[src/rtl/pc_fetch_unit.sv]
// pc_fetch_unit: program counter and next-PC stage for the single-cycle core.
//
// The block holds the PC register and drives the instruction-memory address.
// Each cycle it picks the next PC from the jump/branch flags produced by the
// decoder, the ALU compare results and the immediate/target fields. The PC
// holds while the multi-cycle unit stalls. Issue is suppressed for one boot
// cycle after reset, which covers the registered imem read latency.
//
// Ports:
//   clock, reset             rising-edge clock, synchronous active-high reset
//   stall                    multdiv busy; the PC holds while this is high
//   is_bne .. is_bex         decoded instruction flags
//   alu_ne, alu_lt           ALU compare results ($rd != $rs, $rd < $rs signed)
//   rstatus_nz               $rstatus != 0, the bex condition
//   imm_n [16:0]             N field, two's complement
//   target_t [26:0]          T field, unsigned
//   rd_val [31:0]            jr target
//   address_imem [IMEM_AW-1:0]  instruction fetch address, pc[IMEM_AW-1:0]
//   pc [31:0], pc_plus1 [31:0]  current PC and the jal link value
//   insn_valid               the instruction at pc may commit
//   redirect                 next PC is not pc+1 in this cycle
//
// Build option: define PC_PERF_CTR_EN to add the perf_cycles, perf_retired,
// perf_redirects and perf_stalls counter outputs (32-bit, wrapping).
//
// FSM states:
//   state   | meaning
//   BOOT    | first cycle after reset; pc = 0, nothing commits
//   RUN     | instruction at pc commits unless stall is high
//   STALL   | pc holds for the multi-cycle unit; nothing commits

module pc_fetch_unit #(
    parameter int IMEM_AW = 12
) (
    input  logic               clock,
    input  logic               reset,
    input  logic               stall,
    input  logic               is_bne,
    input  logic               is_blt,
    input  logic               is_j,
    input  logic               is_jal,
    input  logic               is_jr,
    input  logic               is_bex,
    input  logic               alu_ne,
    input  logic               alu_lt,
    input  logic               rstatus_nz,
    input  logic [16:0]        imm_n,
    input  logic [26:0]        target_t,
    input  logic [31:0]        rd_val,
    output logic [IMEM_AW-1:0] address_imem,
    output logic [31:0]        pc,
    output logic [31:0]        pc_plus1,
    output logic               insn_valid,
    output logic               redirect
`ifdef PC_PERF_CTR_EN
    ,
    output logic [31:0]        perf_cycles,
    output logic [31:0]        perf_retired,
    output logic [31:0]        perf_redirects,
    output logic [31:0]        perf_stalls
`endif
);

    typedef enum logic [1:0] {
        S_BOOT  = 2'd0,
        S_RUN   = 2'd1,
        S_STALL = 2'd2
    } state_t;

    state_t      state_q, state_d;
    logic [31:0] pc_q, pc_d;
    logic [31:0] next_pc;
    logic        non_seq;
    logic        br_taken;
    logic        advance;

    // State and PC registers.
    always_ff @(posedge clock) begin
        if (reset) begin
            state_q <= S_BOOT;
            pc_q    <= 32'd0;
        end else begin
            state_q <= state_d;
            pc_q    <= pc_d;
        end
    end

    // Next-state logic. Leaving STALL always goes through RUN, so the held
    // instruction (and any branch it carries) is evaluated again before pc moves.
    always_comb begin
        state_d = state_q;
        case (state_q)
            S_BOOT:  state_d = stall ? S_STALL : S_RUN;
            S_RUN:   state_d = stall ? S_STALL : S_RUN;
            S_STALL: state_d = stall ? S_STALL : S_RUN;
            default: state_d = S_BOOT;
        endcase
    end

    // Next-PC resolution, in priority order.
    always_comb begin
        br_taken = (is_bne & alu_ne) | (is_blt & alu_lt);
        non_seq  = 1'b1;
        if (is_jr) begin
            next_pc = rd_val;
        end else if (is_j | is_jal) begin
            next_pc = {5'b0, target_t};
        end else if (is_bex & rstatus_nz) begin
            next_pc = {5'b0, target_t};
        end else if (br_taken) begin
            next_pc = pc_plus1 + {{15{imm_n[16]}}, imm_n};
        end else begin
            next_pc = pc_plus1;
            non_seq = 1'b0;
        end
    end

    // Output logic. A stall in the deciding cycle discards the redirect.
    always_comb begin
        insn_valid = (state_q == S_RUN);
        advance    = insn_valid & ~stall;
        redirect   = advance & non_seq;
        pc_d       = advance ? next_pc : pc_q;
    end

    assign pc           = pc_q;
    assign pc_plus1     = pc_q + 32'd1;
    assign address_imem = pc_q[IMEM_AW-1:0];

`ifdef PC_PERF_CTR_EN
    logic [31:0] perf_cycles_q, perf_retired_q, perf_redirects_q, perf_stalls_q;

    always_ff @(posedge clock) begin
        if (reset) begin
            perf_cycles_q    <= 32'd0;
            perf_retired_q   <= 32'd0;
            perf_redirects_q <= 32'd0;
            perf_stalls_q    <= 32'd0;
        end else begin
            perf_cycles_q <= perf_cycles_q + 32'd1;
            if (advance) begin
                perf_retired_q <= perf_retired_q + 32'd1;
            end
            if (redirect) begin
                perf_redirects_q <= perf_redirects_q + 32'd1;
            end
            if (state_q == S_STALL) begin
                perf_stalls_q <= perf_stalls_q + 32'd1;
            end
        end
    end

    assign perf_cycles    = perf_cycles_q;
    assign perf_retired   = perf_retired_q;
    assign perf_redirects = perf_redirects_q;
    assign perf_stalls    = perf_stalls_q;
`endif

endmodule

[config.mk]
export PLATFORM = sky130hd
export DESIGN_NAME = pc_fetch_unit
export DESIGN_NICKNAME = d
export VERILOG_FILES = /design/src/rtl/pc_fetch_unit.sv
export SDC_FILE = /design/constraint.sdc
export NUM_CORES = 1
export LEC_CHECK = 0
export CAP_MARGIN = 0
export CORE_AREA = 8 8 126 93
export CTS_CLUSTER_SIZE = 40
export DETAILED_ROUTE_END_ITERATION = 8
export DIE_AREA = 0 0 134 101
export GPL_TIMING_DRIVEN = 1
export HOLD_SLACK_MARGIN = 0.08
export PLACE_DENSITY = 0.82
export RECOVER_POWER = 25
export SETUP_SLACK_MARGIN = 0.2
export SYNTH_ARGS = -nofsm -noshare
export SYNTH_HDL_FRONTEND = slang
export SYNTH_SLANG_ARGS = --single-unit
[constraint.sdc]
create_clock -name clock -period 4.9 [get_ports clock]
set_input_delay 0.98 -clock clock [delete_from_list [all_inputs] [get_ports clock]]
set_output_delay 0.98 -clock clock [all_outputs]
set_load 0.05 [all_outputs]
==> out/metrics.yaml, run 1 <==
status:
  status: "finished clean"
finish:
  layout_common_cells: "clkdlybuf4s50_1 (137), nand2_1 (67), nor2_1 (66)"
  nets: 868
  final_common_cell: "clkdlybuf4s50_1"
  multiInputGateArea_um2: 3430
  fill_cells: 877
  syn2layout_area_growth_pct: 41.7
  diodes: 0
  regArea_um2: 681
  drive_above_1_share_pct: 4.32
critical_path:
  crit_slowest_cell: "clkdlybuf4s50_1"
  max_stage_delay_ns: 0.85
  end_kind: "primary output"
  cp.arrival_ns: 3.53
  path_buf_inv: 1
  crit_fanout: 7
  path_cells: "ha_1, and3_1, nand4_4, or3_1, or3_4, xnor2_2, clkdlybuf4s50_1"
  critPathRequiredTime_ns: 3.92
  critical_path_class: "reg -> out"
  crit_family: "simple AND/OR/NAND/NOR gates"
  startpoint_type: "register"
clock_tree:
  postCtsSetupBuffers: 0
  cts_buffers: 5
  cts_max_level: 2
  ctsHoldBuffers: 0
  clk_pin_slew_ns: 0.06
  ctsLongestPathBuffers: 2
  clkLatencyLatePin_ns: 0.28
  cts-root-buf: "clkbuf_16"
  ctsResizeCount: 0
  cts_tree: "yes"
  clock_sinks: 34
sta:
  fin_crit_ns: 4.51
  hold_viol_final: 0
  skew_ns: 0.00663
  fmax_mhz: 221
  relSlewSlack_pct: 42.4
  finalMaxSlewViolations: 0
  post-route-period-util_pct: 92.1
  setup_viol: 0
  worst_pin_slew_ns: 0.861
  hold_ws_ns: 0.535
  setup_tns_ns: 0
  rsz0062_at_grt: "no"
logic_synthesis:
  synthesis.nets: 732
  yosysWarnings: 0
  synth_edf_count: 0
  synth.avg_cell_area_um2: 7.22
  yosysUniqueCellTypes: 62
  synthTopCellsByArea: "dfxtp_1 (16%), ha_1 (11%), xnor2_1 (8.0%)"
  synth_top_area_share_pct: 15.6
  synth_top_area_cell: "dfxtp_1"
  ys.flop_type: "dfxtp_1"
  ys_ff_latch: 34
  synth_cells: 604
  synth_area_um2: 4360
  synthArstFlopShare_pct: 0
  seq_area_frac_synth_pct: 15.6
floorplan:
  die_h_um: 101
  die_area_um2: 13500
  coreArea_um2: 9890
  pin_count: 166
  start_util_pct: 44.1
  chipWidth_um: 134
  rows: 31
power_and_ir_drop:
  total_power_uw: 1160
  cellPowerDensity_nw_per_um2: 188
  peakVddDrop_mv: 0.145
  p_leak_uw: 0.00249
routing:
  vias: 5393
  post-route-drc-count: 0
  drtPass1Iterations: 6
  drt_iter0_markers: 672
  routed_via_density: 6.18
  finalWirelength_mm: 17.9
  ant_nets: 0
  wl_per_cell_um: 20.6
global_routing:
  grt_pass1_wl_mm: 27.8
  grt_max_degree: 54
  grt_pass1_vias: 5162
  antenna_found_initial: 0
  grtUsageTotal_pct: 25.2
  grt_overflow: 0
place:
  gp_congestion: 0.990
  hpwl_mm: 13.7
  io_buffers: 165
flow_run:
  drv.max_cap_violation_count: 0
worst_hold_path:
  hp-class: "reg -> reg"
## synthesized netlist by cell type, types with 5 or more instances
library cell  count
nand2_1          67
nor2_1           66
a21oi_1          56
xnor2_1          40
ha_1             39
dfxtp_1          34
o21ai_0          30
clkbuf_1         28
nor3_1           25
a211oi_1         21
xor2_1           16
inv_1            15
buf_4            13
nand3_1          13
nand4_1          12
o211ai_1         12
a221oi_1         11
a21o_1           10
a311oi_1          9
a31oi_1           7
nor2b_1           6
o21bai_1          5
## power by group
group          switching [µW]  internal [µW]  total (µW)  leakage [µW]
sequential               20.5            290         310      0.000277
combinational             323            215         538       0.00215
clock                     123            186         310     0.0000640
## path summary, 6_finish.rpt
path | from | slack [ns] | endpoint | depth (start not counted)
setup / recovery | pc[0] | 0.39 | pc_plus1[28] | 7
hold / removal | pc[15] | 0.53 | pc[15] | 2
setup reg to reg | pc[0] | 0.46 | pc[25] | 16
hold reg to reg | pc[15] | 0.53 | pc[15] | 2
## metal layers
layer	vias up	track usage, %	wire, µm
met5	-	0	0
met4	0	5.25	295
met3	38	7.12	2250
met2	362	39.7	7630
met1	2493	33.5	7760
li1	2500	-	-
## state kept, by name (all words and copies together) (netlist names)
name	cells
state_q	2
pc	32
## final cells by class
cell class | instances | share of cell area [%]
well taps | 132 | 2.67
clock buffers | 7 | 2.15
multi-input cells | 511 | 55.6
flip-flops and latches | 34 | 11.0
inverters | 15 | 0.912
repair buffers | 173 | 27.6
## cells by family after synthesis
kind of cell             after synthesis  synth area share (%)
AND/OR/NAND/NOR                      215                  23.4
AO/OA/AOI/OAI                        197                  30.5
buffers and inverters                 59                  6.57
XOR/XNOR                              58                  12.0
adder cells (fa/ha/maj)               40                  11.7
flip-flops                            34                  15.6
multiplexers                           1                 0.230
## worst min-delay path: stages (launching register included)
cell and delay, ns:
dfxtp_1 0.33, nor2_1 0.11, nor3_1 0.05
## through the flow
step | util (%) | cell area, µm² | cells | setup WS, ns
5_1_grt | 62.4 | 6170 | 872 | 0.214
6_report | 62.4 | 6170 | 872 | 0.385
3_5_place_dp | 61.1 | 6040 | 865 | 0.591
2_1_floorplan | - | 4380 | 604 | 0.228
3_3_place_gp | 61.1 | 6040 | 865 | 0.763
4_1_cts | 62.4 | 6170 | 872 | 0.393
Power figures use the tool's default switching activity.
==> run 2, diff against run 1 <==
- CTS_CLUSTER_DIAMETER: unset -> 40
==> results of run 2 <==
No change in the layout: final DEF, timing and power equal those of run 1.
==> run 3, diff against run 2 <==
- CORE_AREA: 8 8 126 93 -> 2 2 120 87
- DIE_AREA: 0 0 134 101 -> 0 0 122 89
- HOLD_SLACK_MARGIN: 0.08 -> unset
==> run 3 against run 2 <==
Net effect: sequential power about the same; combinational power barely moved; flip-flop and latch count unchanged; worst hold slack better by 0.0089 ns; sequential share of layout area hardly changed; wire length fell by 3.1%; register-to-register slack improved by 0.14 ns; die area shrank 20%; critical path type unchanged; largest cell class unchanged; highest routed layer unchanged.
==> out/metrics.yaml, run 3 (synthesized netlist as in run 1, its figures left out) <==
sta:
  hold_ws_ns: 0.543  # +0.00889 ns
  skew_ns: 0.00584  # -0.000789 ns
  post-route-period-util_pct: 92.9  # +0.75 points
  relSlewSlack_pct: 35.8  # -6.6 points
  setup_tns_ns: 0  # unchanged
  setup_ws_ns: 0.348  # -0.0370 ns
  rsz0062_at_grt: "no"
  hold_viol_final: 0  # unchanged
  setup_viol: 0  # unchanged
  worst_pin_slew_ns: 0.963  # +0.101 ns
  fmax_mhz: 220  # -0.81%
  finalMaxSlewViolations: 0  # unchanged
  fin_crit_ns: 4.55  # +0.0370 ns
place:
  gp_congestion: 0.988  # -0.26%
  hpwl_mm: 13.1  # -4.2%
  io_buffers: 165  # unchanged
  place_inst: 860  # -0.58%
  pre_cts_slack_ns: 0.484  # -0.107 ns
routing:
  finalWirelength_mm: 17.4  # -3.1%
  ant_nets: 0  # unchanged
  drt_iter0_markers: 498  # -26%
  post-route-drc-count: 0  # unchanged
  vias: 5361  # -0.59%
  drtPass1Iterations: 5  # -1
  wl_per_cell_um: 20.0  # -2.7%
  routed_via_density: 6.18  # -0.14%
finish:
  drive_above_1_share_pct: 4.59  # +0.27 points
  largest_reg_flops: 32  # unchanged
  nets: 867  # -0.12%
  final_common_cell: "clkdlybuf4s50_1"
  diodes: 0  # unchanged
  syn2layout_area_growth_pct: 41.9
  instances_no_fill: 868  # -0.46%
  fill_cells: 851  # -3.0%
  layout_common_cells: "clkdlybuf4s50_1 (136), nand2_1 (67), nor2_1 (66)"
clock_tree:
  clkLatencyLatePin_ns: 0.29  # about the same
  clock_sinks: 34  # unchanged
  ctsLongestPathBuffers: 2  # unchanged
  cts_buffers: 5  # unchanged
  cts-root-buf: "clkbuf_16"
  ctsHoldBuffers: 0  # unchanged
  clk_pin_slew_ns: 0.06  # about the same
  cts_tree: "yes"
  cts_max_level: 2  # unchanged
  postCtsSetupBuffers: 0  # unchanged
critical_path:
  end_kind: "primary output"
  crit_fanout: 7  # unchanged
  r2r_slack_ns: 0.60  # +0.14 ns
  critical_path_class: "reg -> out"
  cp.arrival_ns: 3.57  # +0.04 ns
  critPathRequiredTime_ns: 3.92  # about the same
  startpoint_type: "register"
floorplan:
  coreArea_um2: 9570  # -3.2%
  chipWidth_um: 122  # -9.0%
  die_area_um2: 10900  # -20%
  start_util_pct: 45.5  # +1.5 points
  pin_count: 166  # unchanged
  rows: 30  # -3.2%
  die_h_um: 89  # -12%
worst_hold_path:
  hp-class: "reg -> reg"
status:
  status: "finished clean"
global_routing:
  grt_pass1_vias: 5191  # +0.56%
  grt_max_degree: 54  # unchanged
  antenna_found_initial: 0  # unchanged
  grtUsageTotal_pct: 32.0  # +6.8 points
  grt_pass1_wl_mm: 27.3  # -1.7%
  grt_overflow: 0  # unchanged
power_and_ir_drop:
  p_leak_uw: 0.00251  # +0.75%
  peakVddDrop_mv: 0.129  # -11%
  cellPowerDensity_nw_per_um2: 191  # +1.9%
flow_run:
  drv.max_cap_violation_count: 0  # unchanged
## run 3: worst max-delay path, stage by stage (launching register included)
cell and delay [ns]:
dfxtp_1 0.44, ha_1 0.22, and3_1 0.42, nand4_4 0.18
or3_1 0.56, nor2_2 0.17, xor2_1 0.39, clkdlybuf4s50_1 0.89
## run 3: where the power goes
part	total, µW	switching (µW)	internal [µW]	leakage, µW
logic	537	323	215	0.00216
clock network	334	132	202	0.0000729
registers	310	21.0	290	0.000277
## run 3: metrics by stage
stage | power (µW) | cell area (µm²) | utilization (%)
after floorplan | 647 | 4380 | -
after global placement | 839 | 6030 | 63.0
after detailed placement | 846 | 6030 | 63.0
after CTS | 1180 | 6180 | 64.6
after global routing | 1240 | 6180 | 64.6
final | 1180 | 6180 | 64.6
## run 3: path summary, 6_finish.rpt
check	from	cells after the start	to
worst max-delay path	pc[0]	7	pc_plus1[26]
worst min-delay path	pc[31]	2	pc[31]
worst max register to register	pc[0]	16	pc[27]
worst min register to register	pc[31]	2	pc[31]
## run 3: layout make-up
class	instances	area, µm²	share of cell area [%]
timing repair buffer	172	1700	27.5
inverter	15	56.3	0.910
sequential	34	681	11.0
multi-input combinational	511	3440	55.6
clock inverter	2	12.5	0.202
tap	128	160	2.59
clock buffer	6	139	2.25
## run 3: repair_timing
action,4_1_cts,5_1_grt
setup endpoints to repair,0,4
endpoints found under the hold margin,0,0
gates resized for setup,0,3
## run 3: metal layers
metal / GRT usage, % / routed length, µm / up-vias / part of all wire, %
li1: - / - / 2505 / -
met3: 6.89 / 1690 / 27 / 9.7
met5: 0 / 0 / - / 0
met2: 51.7 / 7410 / 301 / 43
met1: 43.5 / 7980 / 2528 / 46
met4: 8.46 / 287 / 0 / 1.7
